<file path="config.mk">
export PLATFORM = sky130hd
export DESIGN_NAME = handshake_elastic_fifo
export DESIGN_NICKNAME = d
export VERILOG_FILES = /design/src/rtl/handshake_pkg.sv /design/src/rtl/handshake_elastic_fifo.sv
export SDC_FILE = /design/constraint.sdc
export NUM_CORES = 1
export LEC_CHECK = 0
export ABC_AREA = 1
export CAP_MARGIN = 10
export CORE_MARGIN = 2
export CORE_UTILIZATION = 30
export DETAILED_ROUTE_END_ITERATION = 6
export HOLD_SLACK_MARGIN = 0.15
export SLEW_MARGIN = 40
export SYNTH_ARGS = -nofsm -noshare
export SYNTH_HDL_FRONTEND = slang
export SYNTH_SLANG_ARGS = --single-unit
</file>
<file path="constraint.sdc">
create_clock -name clk -period 4.6 [get_ports clk]
set_input_delay 0.92 -clock clk [delete_from_list [all_inputs] [get_ports clk]]
set_output_delay 0.92 -clock clk [all_outputs]
set_load 0.02 [all_outputs]
</file>
<file path="src/rtl/handshake_pkg.sv">
// Shared handshake-fabric definitions: default token width and pointer/count sizing helpers.
package handshake_pkg;

  localparam int unsigned HS_DEFAULT_WIDTH = 32;

  // Width of a field able to index n distinct values, never narrower than one bit.
  function automatic int unsigned clog2_min1(input int unsigned n);
    int unsigned w;
    w = $clog2(n);
    return (w < 1) ? 1 : w;
  endfunction

  // Explicit wrap so depths that are not a power of two index correctly.
  function automatic int unsigned handshake_ptr_wrap(input int unsigned p, input int unsigned n);
    return (p == n - 1) ? 0 : p + 1;
  endfunction

endpackage

</file>
<file path="src/rtl/handshake_elastic_fifo.sv">
// Elastic FIFO for the valid/ready fabric; registers both the valid/data path and the ready path.
module handshake_elastic_fifo
  import handshake_pkg::*;
#(
  parameter int unsigned DATA_WIDTH = HS_DEFAULT_WIDTH,
  parameter int unsigned NUM_SLOTS  = 2
) (
  input  logic                  clk,
  input  logic                  rst,
  input  logic [DATA_WIDTH-1:0] ins,
  input  logic                  ins_valid,
  output logic                  ins_ready,
  output logic [DATA_WIDTH-1:0] outs,
  output logic                  outs_valid,
  input  logic                  outs_ready
);

  localparam int unsigned PTR_W = clog2_min1(NUM_SLOTS);
  localparam int unsigned CNT_W = clog2_min1(NUM_SLOTS + 1);

  logic [DATA_WIDTH-1:0] mem [NUM_SLOTS];
  logic [PTR_W-1:0]      head;
  logic [PTR_W-1:0]      tail;
  logic [CNT_W-1:0]      count;
  logic                  push;
  logic                  pop;

  // Ready looks only at stored occupancy, so a pop never frees a slot in the same cycle.
  assign ins_ready  = !rst && (count != CNT_W'(NUM_SLOTS));
  assign outs_valid = !rst && (count != '0);
  assign outs       = mem[head];

  assign push = ins_valid && ins_ready;
  assign pop  = outs_valid && outs_ready;

  always_ff @(posedge clk) begin
    if (push) begin
      mem[tail] <= ins;
    end
  end

  always_ff @(posedge clk) begin
    if (rst) begin
      head  <= '0;
      tail  <= '0;
      count <= '0;
    end else begin
      if (push) begin
        tail <= PTR_W'(handshake_ptr_wrap(32'(tail), NUM_SLOTS));
      end
      if (pop) begin
        head <= PTR_W'(handshake_ptr_wrap(32'(head), NUM_SLOTS));
      end
      if (push && !pop) begin
        count <= count + 1'b1;
      end else if (pop && !push) begin
        count <= count - 1'b1;
      end
    end
  end

endmodule

</file>
==> report_table.html, run 1 <==
<table>
<tr><th>Metric</th><th>Value</th></tr>
<tr><th colspan="2">Status</th></tr>
<tr><td>Status</td><td>finished, final reports clean</td></tr>
<tr><th colspan="2">Critical path</th></tr>
<tr><td>Crit path from</td><td>rst</td></tr>
<tr><td>Critical Path Start Type</td><td>primary input</td></tr>
<tr><td>Number of cells on the worst reg-to-reg path</td><td>5</td></tr>
<tr><td>Critical Setup Path Class</td><td>primary input to output pin</td></tr>
<tr><td>Endpoint of the most critical register-to-register path</td><td>mem[1][31]</td></tr>
<tr><td>Worst Path Required</td><td>3.68 ns</td></tr>
<tr><td>Kind of capture point of the worst setup path</td><td>output pin</td></tr>
<tr><td>Largest fanout on the critical path</td><td>6</td></tr>
<tr><td>Worst setup endpoint</td><td>outs_valid</td></tr>
<tr><td>Register-to-Register Setup Slack</td><td>about 2.7 ns</td></tr>
<tr><td>Signal arrival time at the worst endpoint</td><td>2.18 ns</td></tr>
<tr><td>Reg-to-Reg Start</td><td>count[0]</td></tr>
<tr><th colspan="2">Floorplanning</th></tr>
<tr><td>Initial cell density of the core</td><td>a little under a third</td></tr>
<tr><td>Die Footprint</td><td>just under 10000 um^2</td></tr>
<tr><td>Die extent in y</td><td>~99 um</td></tr>
<tr><td>Standard-cell row count</td><td>34</td></tr>
<tr><td>Core region area</td><td>between 8000 and 9000 um^2</td></tr>
<tr><td>Number of top-level pins</td><td>70</td></tr>
<tr><td>Die width</td><td>99.3 um</td></tr>
<tr><th colspan="2">Routing</th></tr>
<tr><td>Routed wire per std cell</td><td>approximately 13 um</td></tr>
<tr><td>Vias after detailed routing</td><td>1397</td></tr>
<tr><td>Drt drc</td><td>0</td></tr>
<tr><td>1st-iter DRT viols</td><td>52</td></tr>
<tr><td>Total wirelength of the detailed-routed design</td><td>4380 um</td></tr>
<tr><td>Number of nets with antenna violations after routing</td><td>0</td></tr>
<tr><td>Vias/cell</td><td>around 4.2</td></tr>
<tr><td>Iteration count of the initial detailed-routing pass</td><td>4</td></tr>
<tr><th colspan="2">STA</th></tr>
<tr><td>Final setup skew</td><td>between 0.007 and 0.008 ns</td></tr>
<tr><td>Slew Viols, Final</td><td>0</td></tr>
<tr><td>Aggregate negative setup slack</td><td>0 ns</td></tr>
<tr><td>Part of the cycle the worst path needs</td><td>67.4%</td></tr>
<tr><td>Measured slew at the worst slew-check pin</td><td>between 0.6 and 0.7 ns</td></tr>
<tr><td>Setup repair after global routing missed its margin</td><td>false</td></tr>
<tr><td>Final-report hold violation count</td><td>0</td></tr>
<tr><td>Hold Worst Slack</td><td>roughly 0.55 ns</td></tr>
<tr><td>Clock period minus worst slack</td><td>approximately 3.1 ns</td></tr>
<tr><td>Number of setup violations in the final report</td><td>0</td></tr>
<tr><td>Top achievable clock speed</td><td>between 300 and 400 MHz</td></tr>
<tr><td>Worst slew slack as a fraction of its limit</td><td>around 55%</td></tr>
<tr><th colspan="2">Placement</th></tr>
<tr><td>Detailed Place HPWL</td><td>a little under 3000 um</td></tr>
<tr><td>Port buffer count</td><td>between 60 and 70</td></tr>
<tr><td>Total placed instance area</td><td>roughly 3500 um^2</td></tr>
<tr><td>Last weighted congestion value of the routability-driven placer</td><td>a little under 0.7</td></tr>
<tr><th colspan="2">Logic synthesis</th></tr>
<tr><td>Synthesized net count</td><td>~180</td></tr>
<tr><td>Avg Synthesized Cell Area</td><td>a little under 20 um^2</td></tr>
<tr><td>Part of the Yosys area used for sequential elements</td><td>74.2%</td></tr>
<tr><td>Post-synthesis sequential element count</td><td>approximately 70</td></tr>
<tr><td>Number of warnings issued by yosys</td><td>0</td></tr>
<tr><td>Post-synth design cell area</td><td>~2700 um^2</td></tr>
<tr><td>Synth unique cells</td><td>14</td></tr>
<tr><td>Number of cells produced by synthesis</td><td>about 140</td></tr>
<tr><th colspan="2">Clock tree</th></tr>
<tr><td>Cts-stage hold buffer count</td><td>0</td></tr>
<tr><td>Count of buffers added by post-CTS timing repair for setup</td><td>0</td></tr>
<tr><td>H-tree levels</td><td>3</td></tr>
<tr><td>Root Buffer Master</td><td>clkbuf_8</td></tr>
<tr><td>Buffer levels on the longest clock path</td><td>2</td></tr>
<tr><td>Count of clock tree sinks</td><td>69</td></tr>
<tr><td>Clock latency of the later-clocked register in the worst-skew pair</td><td>approximately 0.33 ns</td></tr>
<tr><td>TritonCTS clock tree</td><td>yes</td></tr>
<tr><td>Number of CTS-inserted buffers</td><td>9</td></tr>
<tr><td># resized after CTS</td><td>0</td></tr>
<tr><td>Clock transition at the registers of the reported paths</td><td>~0.070 ns</td></tr>
<tr><th colspan="2">Global routing</th></tr>
<tr><td>Antenna violations before repair</td><td>0</td></tr>
<tr><td>Total grt overflow</td><td>0</td></tr>
<tr><td>Maximum number of pins on one net before global-route repair</td><td>33</td></tr>
<tr><td>Global-route usage over all layers</td><td>a little under a tenth</td></tr>
<tr><td>Via count of the first global-routing pass</td><td>1414</td></tr>
<tr><td>Global-route wire length before repair</td><td>around 6600 um</td></tr>
<tr><th colspan="2">Job</th></tr>
<tr><td>Max Cap Viol</td><td>0</td></tr>
<tr><th colspan="2">Power</th></tr>
<tr><td>Leakage Power</td><td>0.00133 uW</td></tr>
<tr><td>Max IR drop VDD</td><td>about 0.19 mV</td></tr>
<tr><td>Total power divided by cell area</td><td>380 nW/um^2</td></tr>
<tr><th colspan="2">Worst hold path</th></tr>
<tr><td>Number of cells on the worst hold path</td><td>4</td></tr>
<tr><td>Path class of the lowest-slack min-delay path</td><td>register to register</td></tr>
<tr><th colspan="2">Final layout</th></tr>
<tr><td>Growth of design area from synthesis to finish</td><td>35.9%</td></tr>
<tr><td>Fin util</td><td>between 40% and 50%</td></tr>
<tr><td>Number of nets in the finished design</td><td>~260</td></tr>
<tr><td>Final design instance area without fill</td><td>around 3700 um^2</td></tr>
<tr><td>Most frequent standard cell in the layout excluding fill and tap cells</td><td>clkdlybuf4s50_1</td></tr>
<tr><td>Commonest cells after routing, fill and taps aside</td><td>69 x clkdlybuf4s50_1, 64 x edfxtp_1, 30 x mux2_4</td></tr>
<tr><td>Proportion of layout cells with a drive suffix above 1</td><td>~22%</td></tr>
<tr><td>Number of diodes added for antenna fixing</td><td>0</td></tr>
</table>
-- power breakdown --
part / total [uW] / internal, uW / switching, uW
combinational: 207 / 119 / 88.1
sequential: 737 / 717 / 19.6
clock: 462 / 246 / 215
-- per-layer routing --
| metal | vias to the layer above | GRT usage (%) | wire length, um |
|---|---|---|---|
| met1 | 650 | 9.90 | 1820 |
| met5 | - | 0 | 0 |
| met2 | 53 | 15.3 | 2170 |
| met4 | 0 | 5.69 | 94 |
| met3 | 11 | 3.51 | 294 |
| li1 | 683 | - | - |
-- worst max-delay path, stage by stage --
cell,delay (ns)
clkdlybuf4s50_1,0.49
a21oi_1,0.16
clkdlybuf4s50_1,0.61
-- cell families (layout without fill, tap and decap cells) --
kind of cell / Yosys count / after routing / synth area share, %
flip-flops: 69 / 69 / 74.2
AND/OR/NAND/NOR: 21 / 21 / 3.30
AO/OA/AOI/OAI: 4 / 4 / 0.734
adder cells (fa/ha/maj): 1 / 1 / 0.459
multiplexers: 32 / 32 / 17.3
buffers and inverters: 14 / 97 / 3.99
-- layout make-up --
type	count	area [um^2]
fill	814	5060
sequential	69	2030
timing repair buffer	71	713
multi-input combinational	58	603
tap	108	135
clock buffer	9	124
clock inverter	7	66.3
inverter	10	37.5
-- cells in the mapped netlist, drive strengths merged --
cell	number	area, um^2
ha	1	12.5
nand2	10	37.5
nand3	3	15.0
edfxtp	64	1920
dfxtp	5	100
mux2	32	473
o21ai	1	5.00
nor2	5	18.8
buf	4	71.3
a21oi	3	15.0
nand4	3	18.8
inv	10	37.5
-- stage by stage --
step / setup slack (ns) / power [uW] / cells
2_1_floorplan: 1.66 / 868 / 141
3_3_place_gp: 1.52 / 960 / 315
3_5_place_dp: 1.49 / 962 / 316
4_1_cts: 1.49 / 1430 / 332
5_1_grt: 1.44 / 1470 / 332
6_report: 1.50 / 1410 / 332
-- sequential cells by signal, indices dropped and copies added (netlist names), named ones only --
name and count:
mem 64, count 2, head 1, tail 1
-- worst min path at each step --
stage	start	slack (ns)	endpoint
floorplan	tail	0.50	tail
global placement	head	0.54	register
detailed placement	head	0.54	register
CTS	head	0.56	register
global route	head	0.61	head
finish	head	0.55	register
No activity file was read; power rests on OpenSTA's default activity.
==> run 2: changes to the inputs <==
==> constraint.sdc (replaced) <==
create_clock -name clk -period 3 [get_ports clk]
set_input_delay 0.6 -clock clk [delete_from_list [all_inputs] [get_ports clk]]
set_output_delay 0.6 -clock clk [all_outputs]
set_load 0.02 [all_outputs]
==> run 2 against run 1 <==
Effect of this change:
- die area unchanged
- combinational power rose by 64%
- critical path depth is the same
- utilization increased by 0.23 points
- register-to-register slack worse by 1.2 ns
- first-iteration DRC count decreased by 29%
- largest cell class unchanged
- final cell count rose by 1.2%
- power increased by 54%
- design area grew 0.54%
- flip-flop and latch count stayed put
==> report_table.html, run 2 (synthesis results as in run 1) <==
<table>
<tr><th>Metric</th><th>Value</th></tr>
<tr><th colspan="2">Critical path</th></tr>
<tr><td>Reg-to-Reg Start</td><td>count[0]</td></tr>
<tr><td>Top cell by count, worst path</td><td>clkdlybuf4s50_1</td></tr>
<tr><td>Number of cells on the worst reg-to-reg path</td><td>10</td></tr>
<tr><td>Critical path, cell by cell</td><td>clkdlybuf4s50_1 -&gt; a21oi_1 -&gt; clkdlybuf4s50_1</td></tr>
<tr><td>Crit path from</td><td>rst</td></tr>
<tr><td>Cell at the slowest stage of the critical path</td><td>clkdlybuf4s50_1</td></tr>
<tr><td>Largest fanout on the critical path</td><td>6</td></tr>
<tr><td>Endpoint of the most critical register-to-register path</td><td>count[1]</td></tr>
<tr><td>Critical Path Start Type</td><td>primary input</td></tr>
<tr><td>Worst Path Required</td><td>between 2 and 2.5 ns</td></tr>
<tr><td>Register-to-Register Setup Slack</td><td>1.50 ns</td></tr>
<tr><td>Critical Setup Path Class</td><td>primary input to output pin</td></tr>
<tr><td>Kind of capture point of the worst setup path</td><td>output pin</td></tr>
<tr><td>Signal arrival time at the worst endpoint</td><td>between 1.5 and 2 ns</td></tr>
<tr><td>Slowest cell delay on critical path</td><td>0.63 ns</td></tr>
<tr><th colspan="2">Status</th></tr>
<tr><td>Status</td><td>finished, final reports clean</td></tr>
<tr><th colspan="2">Global routing</th></tr>
<tr><td>Global-route usage over all layers</td><td>a little under a tenth</td></tr>
<tr><td>Total grt overflow</td><td>0</td></tr>
<tr><td>Global-route wire length before repair</td><td>between 6000 and 7000 um</td></tr>
<tr><td>Via count of the first global-routing pass</td><td>1429</td></tr>
<tr><td>Maximum number of pins on one net before global-route repair</td><td>19</td></tr>
<tr><td>Antenna violations before repair</td><td>0</td></tr>
<tr><th colspan="2">Placement</th></tr>
<tr><td>Detailed Place HPWL</td><td>slightly above 3000 um</td></tr>
<tr><td>Total placed instance area</td><td>3530 um^2</td></tr>
<tr><td>Port buffer count</td><td>69</td></tr>
<tr><td>Last weighted congestion value of the routability-driven placer</td><td>0.704</td></tr>
<tr><th colspan="2">Clock tree</th></tr>
<tr><td>Root Buffer Master</td><td>clkbuf_8</td></tr>
<tr><td># resized after CTS</td><td>0</td></tr>
<tr><td>Number of CTS-inserted buffers</td><td>9</td></tr>
<tr><td>Cts-stage hold buffer count</td><td>0</td></tr>
<tr><td>H-tree levels</td><td>3</td></tr>
<tr><td>Count of clock tree sinks</td><td>just under 70</td></tr>
<tr><td>Clock latency of the later-clocked register in the worst-skew pair</td><td>0.33 ns</td></tr>
<tr><td>Buffer levels on the longest clock path</td><td>2</td></tr>
<tr><td>TritonCTS clock tree</td><td>yes</td></tr>
<tr><td>Count of buffers added by post-CTS timing repair for setup</td><td>0</td></tr>
<tr><td>Clock transition at the registers of the reported paths</td><td>about 0.070 ns</td></tr>
<tr><th colspan="2">Floorplanning</th></tr>
<tr><td>Standard-cell row count</td><td>34</td></tr>
<tr><td>Die width</td><td>99.3 um</td></tr>
<tr><td>Die Footprint</td><td>just under 10000 um^2</td></tr>
<tr><td>Number of top-level pins</td><td>70</td></tr>
<tr><td>Die extent in y</td><td>about 99 um</td></tr>
<tr><td>Core region area</td><td>approximately 9000 um^2</td></tr>
<tr><td>Initial cell density of the core</td><td>just over 30%</td></tr>
<tr><th colspan="2">Worst hold path</th></tr>
<tr><td>Number of cells on the worst hold path</td><td>4</td></tr>
<tr><td>Path class of the lowest-slack min-delay path</td><td>register to register</td></tr>
<tr><td>Beginning of the worst hold path</td><td>head</td></tr>
<tr><td>Endpoint of the worst hold-timing path</td><td>head</td></tr>
<tr><th colspan="2">STA</th></tr>
<tr><td>Final-report hold violation count</td><td>0</td></tr>
<tr><td>Hold Worst Slack</td><td>0.555 ns</td></tr>
<tr><td>Measured slew at the worst slew-check pin</td><td>between 0.3 and 0.4 ns</td></tr>
<tr><td>Worst slew slack as a fraction of its limit</td><td>around four fifths</td></tr>
<tr><td>Top achievable clock speed</td><td>a little over 400 MHz</td></tr>
<tr><td>Number of setup violations in the final report</td><td>0</td></tr>
<tr><td>Slew Viols, Final</td><td>0</td></tr>
<tr><td>Clock period minus worst slack</td><td>~2.5 ns</td></tr>
<tr><td>Aggregate negative setup slack</td><td>0 ns</td></tr>
<tr><td>Final setup skew</td><td>0.00666 ns</td></tr>
<tr><td>Setup repair after global routing missed its margin</td><td>false</td></tr>
<tr><td>Part of the cycle the worst path needs</td><td>between 80% and 90%</td></tr>
<tr><th colspan="2">Power</th></tr>
<tr><td>Proportion of total power due to net switching</td><td>23.0%</td></tr>
<tr><td>Net switching component of the power</td><td>between 400 and 500 uW</td></tr>
<tr><td>Power Internal</td><td>1660 uW</td></tr>
<tr><td>Relative contribution of sequential cells to total power</td><td>roughly half</td></tr>
<tr><td>Total power divided by cell area</td><td>between 500 and 600 nW/um^2</td></tr>
<tr><td>Gate power share</td><td>15.7%</td></tr>
<tr><td>Leakage Power</td><td>about 0.0013 uW</td></tr>
<tr><td>Clock network fraction of design power</td><td>32.8%</td></tr>
<tr><td>Max IR drop VDD</td><td>about 0.27 mV</td></tr>
<tr><th colspan="2">Routing</th></tr>
<tr><td>Vias/cell</td><td>about 4.2</td></tr>
<tr><td>Routed wire per std cell</td><td>between 10 and 15 um</td></tr>
<tr><td>Iteration count of the initial detailed-routing pass</td><td>4</td></tr>
<tr><td>Number of nets with antenna violations after routing</td><td>0</td></tr>
<tr><td>Drt drc</td><td>0</td></tr>
<tr><td>1st-iter DRT viols</td><td>37</td></tr>
<tr><td>Vias after detailed routing</td><td>1422</td></tr>
<tr><td>Total wirelength of the detailed-routed design</td><td>approximately 4400 um</td></tr>
<tr><th colspan="2">Final layout</th></tr>
<tr><td>Most frequent standard cell in the layout excluding fill and tap cells</td><td>clkdlybuf4s50_1</td></tr>
<tr><td>Largest registers in the final layout</td><td>mem: 64 flops, count: 2 flops</td></tr>
<tr><td>Fin util</td><td>a little over two fifths</td></tr>
<tr><td>Flip-flop count of the largest register, all copies and words added</td><td>between 60 and 70</td></tr>
<tr><td>Growth of design area from synthesis to finish</td><td>36.6%</td></tr>
<tr><td>Commonest cells after routing, fill and taps aside</td><td>69 x clkdlybuf4s50_1, 64 x edfxtp_1, 30 x mux2_4</td></tr>
<tr><td>Proportion of layout cells with a drive suffix above 1</td><td>a little under a quarter</td></tr>
<tr><td>Number of nets in the finished design</td><td>260</td></tr>
<tr><td>Most flops, register</td><td>mem</td></tr>
<tr><td>Final design instance area without fill</td><td>3720 um^2</td></tr>
<tr><td>Number of diodes added for antenna fixing</td><td>0</td></tr>
<tr><th colspan="2">Job</th></tr>
<tr><td>Max Cap Viol</td><td>0</td></tr>
</table>
run 2: critical path, delay by kind of cell:
kind,cells,cell delay (ns)
compound gates,1,0.16
buf+inv,2,1.12
run 2: layout make-up:
cell class	count	area, um^2
fillers	803	5040
clock buffers	9	124
multi-input cells	58	603
repair buffers	75	736
inverters	10	37.5
clock inverters	7	66.3
well taps	108	135
flip-flops and latches	69	2020
run 2: worst max-delay path by stage:
stage                       endpoint  depth (start not counted)
after global placement     ins_ready                          3
after CTS                   outs[12]                          3
after floorplan            mem[0][0]                          3
final                     outs_valid                          3
after global routing        outs[12]                          3
after detailed placement  outs_valid                          3
run 2: through the flow:
step	instances	worst slack [ns]	power (uW)
floorplan	141	0.379	1330
global placement	320	0.556	1470
detailed placement	320	0.524	1480
CTS	336	0.462	2200
global route	336	0.441	2270
finish	336	0.520	2160
run 2: routing by layer:
metal,wire (um),GRT usage [%]
met5,0,0
met4,42,5.37
met3,284,3.44
met2,2310,15.9
met1,1760,10.2
run 2: power by group through the flow:
stage / registers [uW] / clock network [uW] / logic, uW
after floorplan: 1130 / 0 / 198
after global placement: 1130 / 0 / 342
after detailed placement: 1140 / 0 / 344
after CTS: 1110 / 743 / 347
after global routing: 1120 / 793 / 365
final: 1110 / 708 / 339
==> run 3: changes to the inputs <==
==> constraint.sdc (replaced) <==
create_clock -name clk -period 2.5 [get_ports clk]
set_input_delay 0.5 -clock clk [delete_from_list [all_inputs] [get_ports clk]]
set_output_delay 0.5 -clock clk [all_outputs]
set_load 0.02 [all_outputs]
==> run 3 against run 2 <==
Effect of this change:
- utilization fell by 0.10 points
- power up 19%
- global-route usage hardly changed
- final cell count is the same
- clock power up 16%
- flip-flop and latch count is the same
- via count decreased by 1.1%
- worst hold slack worse by 0.0017 ns
- critical path depth stayed put
- largest cell class unchanged
- sequential power is 21% higher
- non-clock buffer count did not move
==> report_table.html, run 3 (synthesis results as in run 1) <==
<table>
<tr><th>Metric</th><th>Value</th></tr>
<tr><th colspan="2">Critical path</th></tr>
<tr><td>Cell at the slowest stage of the critical path</td><td>clkdlybuf4s50_1</td></tr>
<tr><td>Critical Setup Path Class</td><td>register to output pin</td></tr>
<tr><td>Slowest cell delay on critical path</td><td>0.54 ns</td></tr>
<tr><td>Family of cells with the greatest summed delay on the critical path</td><td>buffers and inverters</td></tr>
<tr><td>Kind of capture point of the worst setup path</td><td>output pin</td></tr>
<tr><td>Critical path, cell by cell</td><td>buf_4 -&gt; mux2_2 -&gt; clkdlybuf4s50_1</td></tr>
<tr><td>Largest fanout on the critical path</td><td>17</td></tr>
<tr><td>Worst Path Required</td><td>about 2 ns</td></tr>
<tr><td>Sum of buffers and inverters on the critical path</td><td>2</td></tr>
<tr><td>Critical Path Start Type</td><td>register</td></tr>
<tr><td>Signal arrival time at the worst endpoint</td><td>around 1.9 ns</td></tr>
<tr><th colspan="2">Power</th></tr>
<tr><td>Power consumption</td><td>between 2000 and 3000 uW</td></tr>
<tr><td>Gate power share</td><td>about 16%</td></tr>
<tr><td>Total power divided by cell area</td><td>about 690 nW/um^2</td></tr>
<tr><td>Proportion of total power due to net switching</td><td>22.3%</td></tr>
<tr><td>Net switching component of the power</td><td>~570 uW</td></tr>
<tr><td>Relative contribution of sequential cells to total power</td><td>between 50% and 60%</td></tr>
<tr><td>Max IR drop VDD</td><td>around 0.26 mV</td></tr>
<tr><td>Power Internal</td><td>1990 uW</td></tr>
<tr><td>Leakage Power</td><td>around 0.0014 uW</td></tr>
<tr><td>Clock network fraction of design power</td><td>~32%</td></tr>
<tr><th colspan="2">Routing</th></tr>
<tr><td>Routed wire per std cell</td><td>12.9 um</td></tr>
<tr><td>1st-iter DRT viols</td><td>25</td></tr>
<tr><td>Total wirelength of the detailed-routed design</td><td>about 4300 um</td></tr>
<tr><td>Drt drc</td><td>0</td></tr>
<tr><td>Iteration count of the initial detailed-routing pass</td><td>2</td></tr>
<tr><td>Vias after detailed routing</td><td>1407</td></tr>
<tr><td>Number of nets with antenna violations after routing</td><td>0</td></tr>
<tr><td>Vias/cell</td><td>~4.2</td></tr>
<tr><th colspan="2">Clock tree</th></tr>
<tr><td>TritonCTS clock tree</td><td>yes</td></tr>
<tr><td>Count of buffers added by post-CTS timing repair for setup</td><td>0</td></tr>
<tr><td>Clock transition at the registers of the reported paths</td><td>around 0.06 ns</td></tr>
<tr><td># resized after CTS</td><td>0</td></tr>
<tr><td>H-tree levels</td><td>3</td></tr>
<tr><td>Clock latency of the later-clocked register in the worst-skew pair</td><td>0.33 ns</td></tr>
<tr><td>Cts-stage hold buffer count</td><td>0</td></tr>
<tr><td>Number of CTS-inserted buffers</td><td>9</td></tr>
<tr><td>Count of clock tree sinks</td><td>69</td></tr>
<tr><td>Buffer levels on the longest clock path</td><td>2</td></tr>
<tr><td>Root Buffer Master</td><td>clkbuf_8</td></tr>
<tr><th colspan="2">STA</th></tr>
<tr><td>Clock period minus worst slack</td><td>2.38 ns</td></tr>
<tr><td>Top achievable clock speed</td><td>between 400 and 500 MHz</td></tr>
<tr><td>Final-report hold violation count</td><td>0</td></tr>
<tr><td>Part of the cycle the worst path needs</td><td>between 90% and 100%</td></tr>
<tr><td>Final setup skew</td><td>roughly 0.0064 ns</td></tr>
<tr><td>Aggregate negative setup slack</td><td>0 ns</td></tr>
<tr><td>Slew Viols, Final</td><td>0</td></tr>
<tr><td>Measured slew at the worst slew-check pin</td><td>0.317 ns</td></tr>
<tr><td>Setup repair after global routing missed its margin</td><td>false</td></tr>
<tr><td>Worst slew slack as a fraction of its limit</td><td>78.8%</td></tr>
<tr><td>Number of setup violations in the final report</td><td>0</td></tr>
<tr><th colspan="2">Final layout</th></tr>
<tr><td>Flip-flop count of the largest register, all copies and words added</td><td>64</td></tr>
<tr><td>Proportion of layout cells with a drive suffix above 1</td><td>a little under a quarter</td></tr>
<tr><td>Commonest cells after routing, fill and taps aside</td><td>69 x clkdlybuf4s50_1, 64 x edfxtp_1, 30 x mux2_4</td></tr>
<tr><td>Growth of design area from synthesis to finish</td><td>36.3%</td></tr>
<tr><td>Largest registers in the final layout</td><td>mem: 64 flops, count: 2 flops</td></tr>
<tr><td>Most flops, register</td><td>mem</td></tr>
<tr><td>Number of diodes added for antenna fixing</td><td>0</td></tr>
<tr><td>Most frequent standard cell in the layout excluding fill and tap cells</td><td>clkdlybuf4s50_1</td></tr>
<tr><td>Number of nets in the finished design</td><td>260</td></tr>
<tr><td>Fin util</td><td>between 40% and 50%</td></tr>
<tr><th colspan="2">Worst hold path</th></tr>
<tr><td>Path class of the lowest-slack min-delay path</td><td>register to register</td></tr>
<tr><th colspan="2">Placement</th></tr>
<tr><td>Port buffer count</td><td>just under 70</td></tr>
<tr><td>Last weighted congestion value of the routability-driven placer</td><td>around 0.68</td></tr>
<tr><td>Detailed Place HPWL</td><td>3020 um</td></tr>
<tr><th colspan="2">Global routing</th></tr>
<tr><td>Global-route wire length before repair</td><td>a little under 7000 um</td></tr>
<tr><td>Maximum number of pins on one net before global-route repair</td><td>18</td></tr>
<tr><td>Via count of the first global-routing pass</td><td>between 1000 and 1500</td></tr>
<tr><td>Global-route usage over all layers</td><td>9.38%</td></tr>
<tr><td>Total grt overflow</td><td>0</td></tr>
<tr><td>Antenna violations before repair</td><td>0</td></tr>
<tr><th colspan="2">Floorplanning</th></tr>
<tr><td>Core region area</td><td>a little under 9000 um^2</td></tr>
<tr><td>Number of top-level pins</td><td>70</td></tr>
<tr><td>Die Footprint</td><td>slightly below 10000 um^2</td></tr>
<tr><td>Die width</td><td>about 100 um</td></tr>
<tr><td>Standard-cell row count</td><td>34</td></tr>
<tr><td>Initial cell density of the core</td><td>between 30% and 40%</td></tr>
<tr><td>Die extent in y</td><td>99.3 um</td></tr>
<tr><th colspan="2">Job</th></tr>
<tr><td>Max Cap Viol</td><td>0</td></tr>
<tr><th colspan="2">Status</th></tr>
<tr><td>Status</td><td>finished, final reports clean</td></tr>
</table>
run 3: per-layer routing:
metal | track usage, % | share of wire (%) | vias up
li1 | - | - | 690
met1 | 10.5 | 42 | 662
met2 | 15.1 | 50 | 46
met3 | 3.65 | 5.9 | 9
met4 | 5.69 | 1.8 | 0
met5 | 0 | 0 | -
run 3: through the flow:
stage                     cells  cell area, um^2  worst slack, ns  hold slack, ns
after floorplan             141             2730            0.498           0.513
after global placement      320             3530            0.211           0.535
after detailed placement    320             3530            0.210           0.540
after CTS                   336             3720           0.0759           0.552
after global routing        336             3720           0.0280           0.587
final                       336             3720            0.125           0.553
run 3: layout make-up:
type / instances / area [um^2]
clock inverters: 6 / 53.8
multi-input cells: 58 / 603
inverters: 10 / 37.5
flip-flops and latches: 69 / 2020
clock buffers: 10 / 128
repair buffers: 75 / 736
well taps: 108 / 135
fillers: 813 / 5050
run 3: worst reg2reg max path, stage by stage (launching register included):
cell and delay (ns):
dfxtp_1 0.31, inv_1 0.14, nand2_1 0.10, nand3_1 0.16
inv_1 0.06, ha_1 0.31, inv_1 0.08, nand3_1 0.08
nand2_1 0.06, inv_1 0.03, nor2_1 0.08
run 3: final timing paths:
path         startpoint  endpoint  cells past startpoint  slack, ns
min reg2reg        head  register                      4       0.55
min                head  register                      4       0.55
max reg2reg    count[0]  count[1]                     10       1.02
max            register  outs[11]                      3       0.12
run 3: power by group through the flow:
stage	Sequential [uW]	Clock, uW	Combinational (uW)
floorplan	1360	0	238
detailed placement	1360	0	413
global placement	1360	0	411
finish	1340	824	406
CTS	1340	867	415
global route	1340	917	436
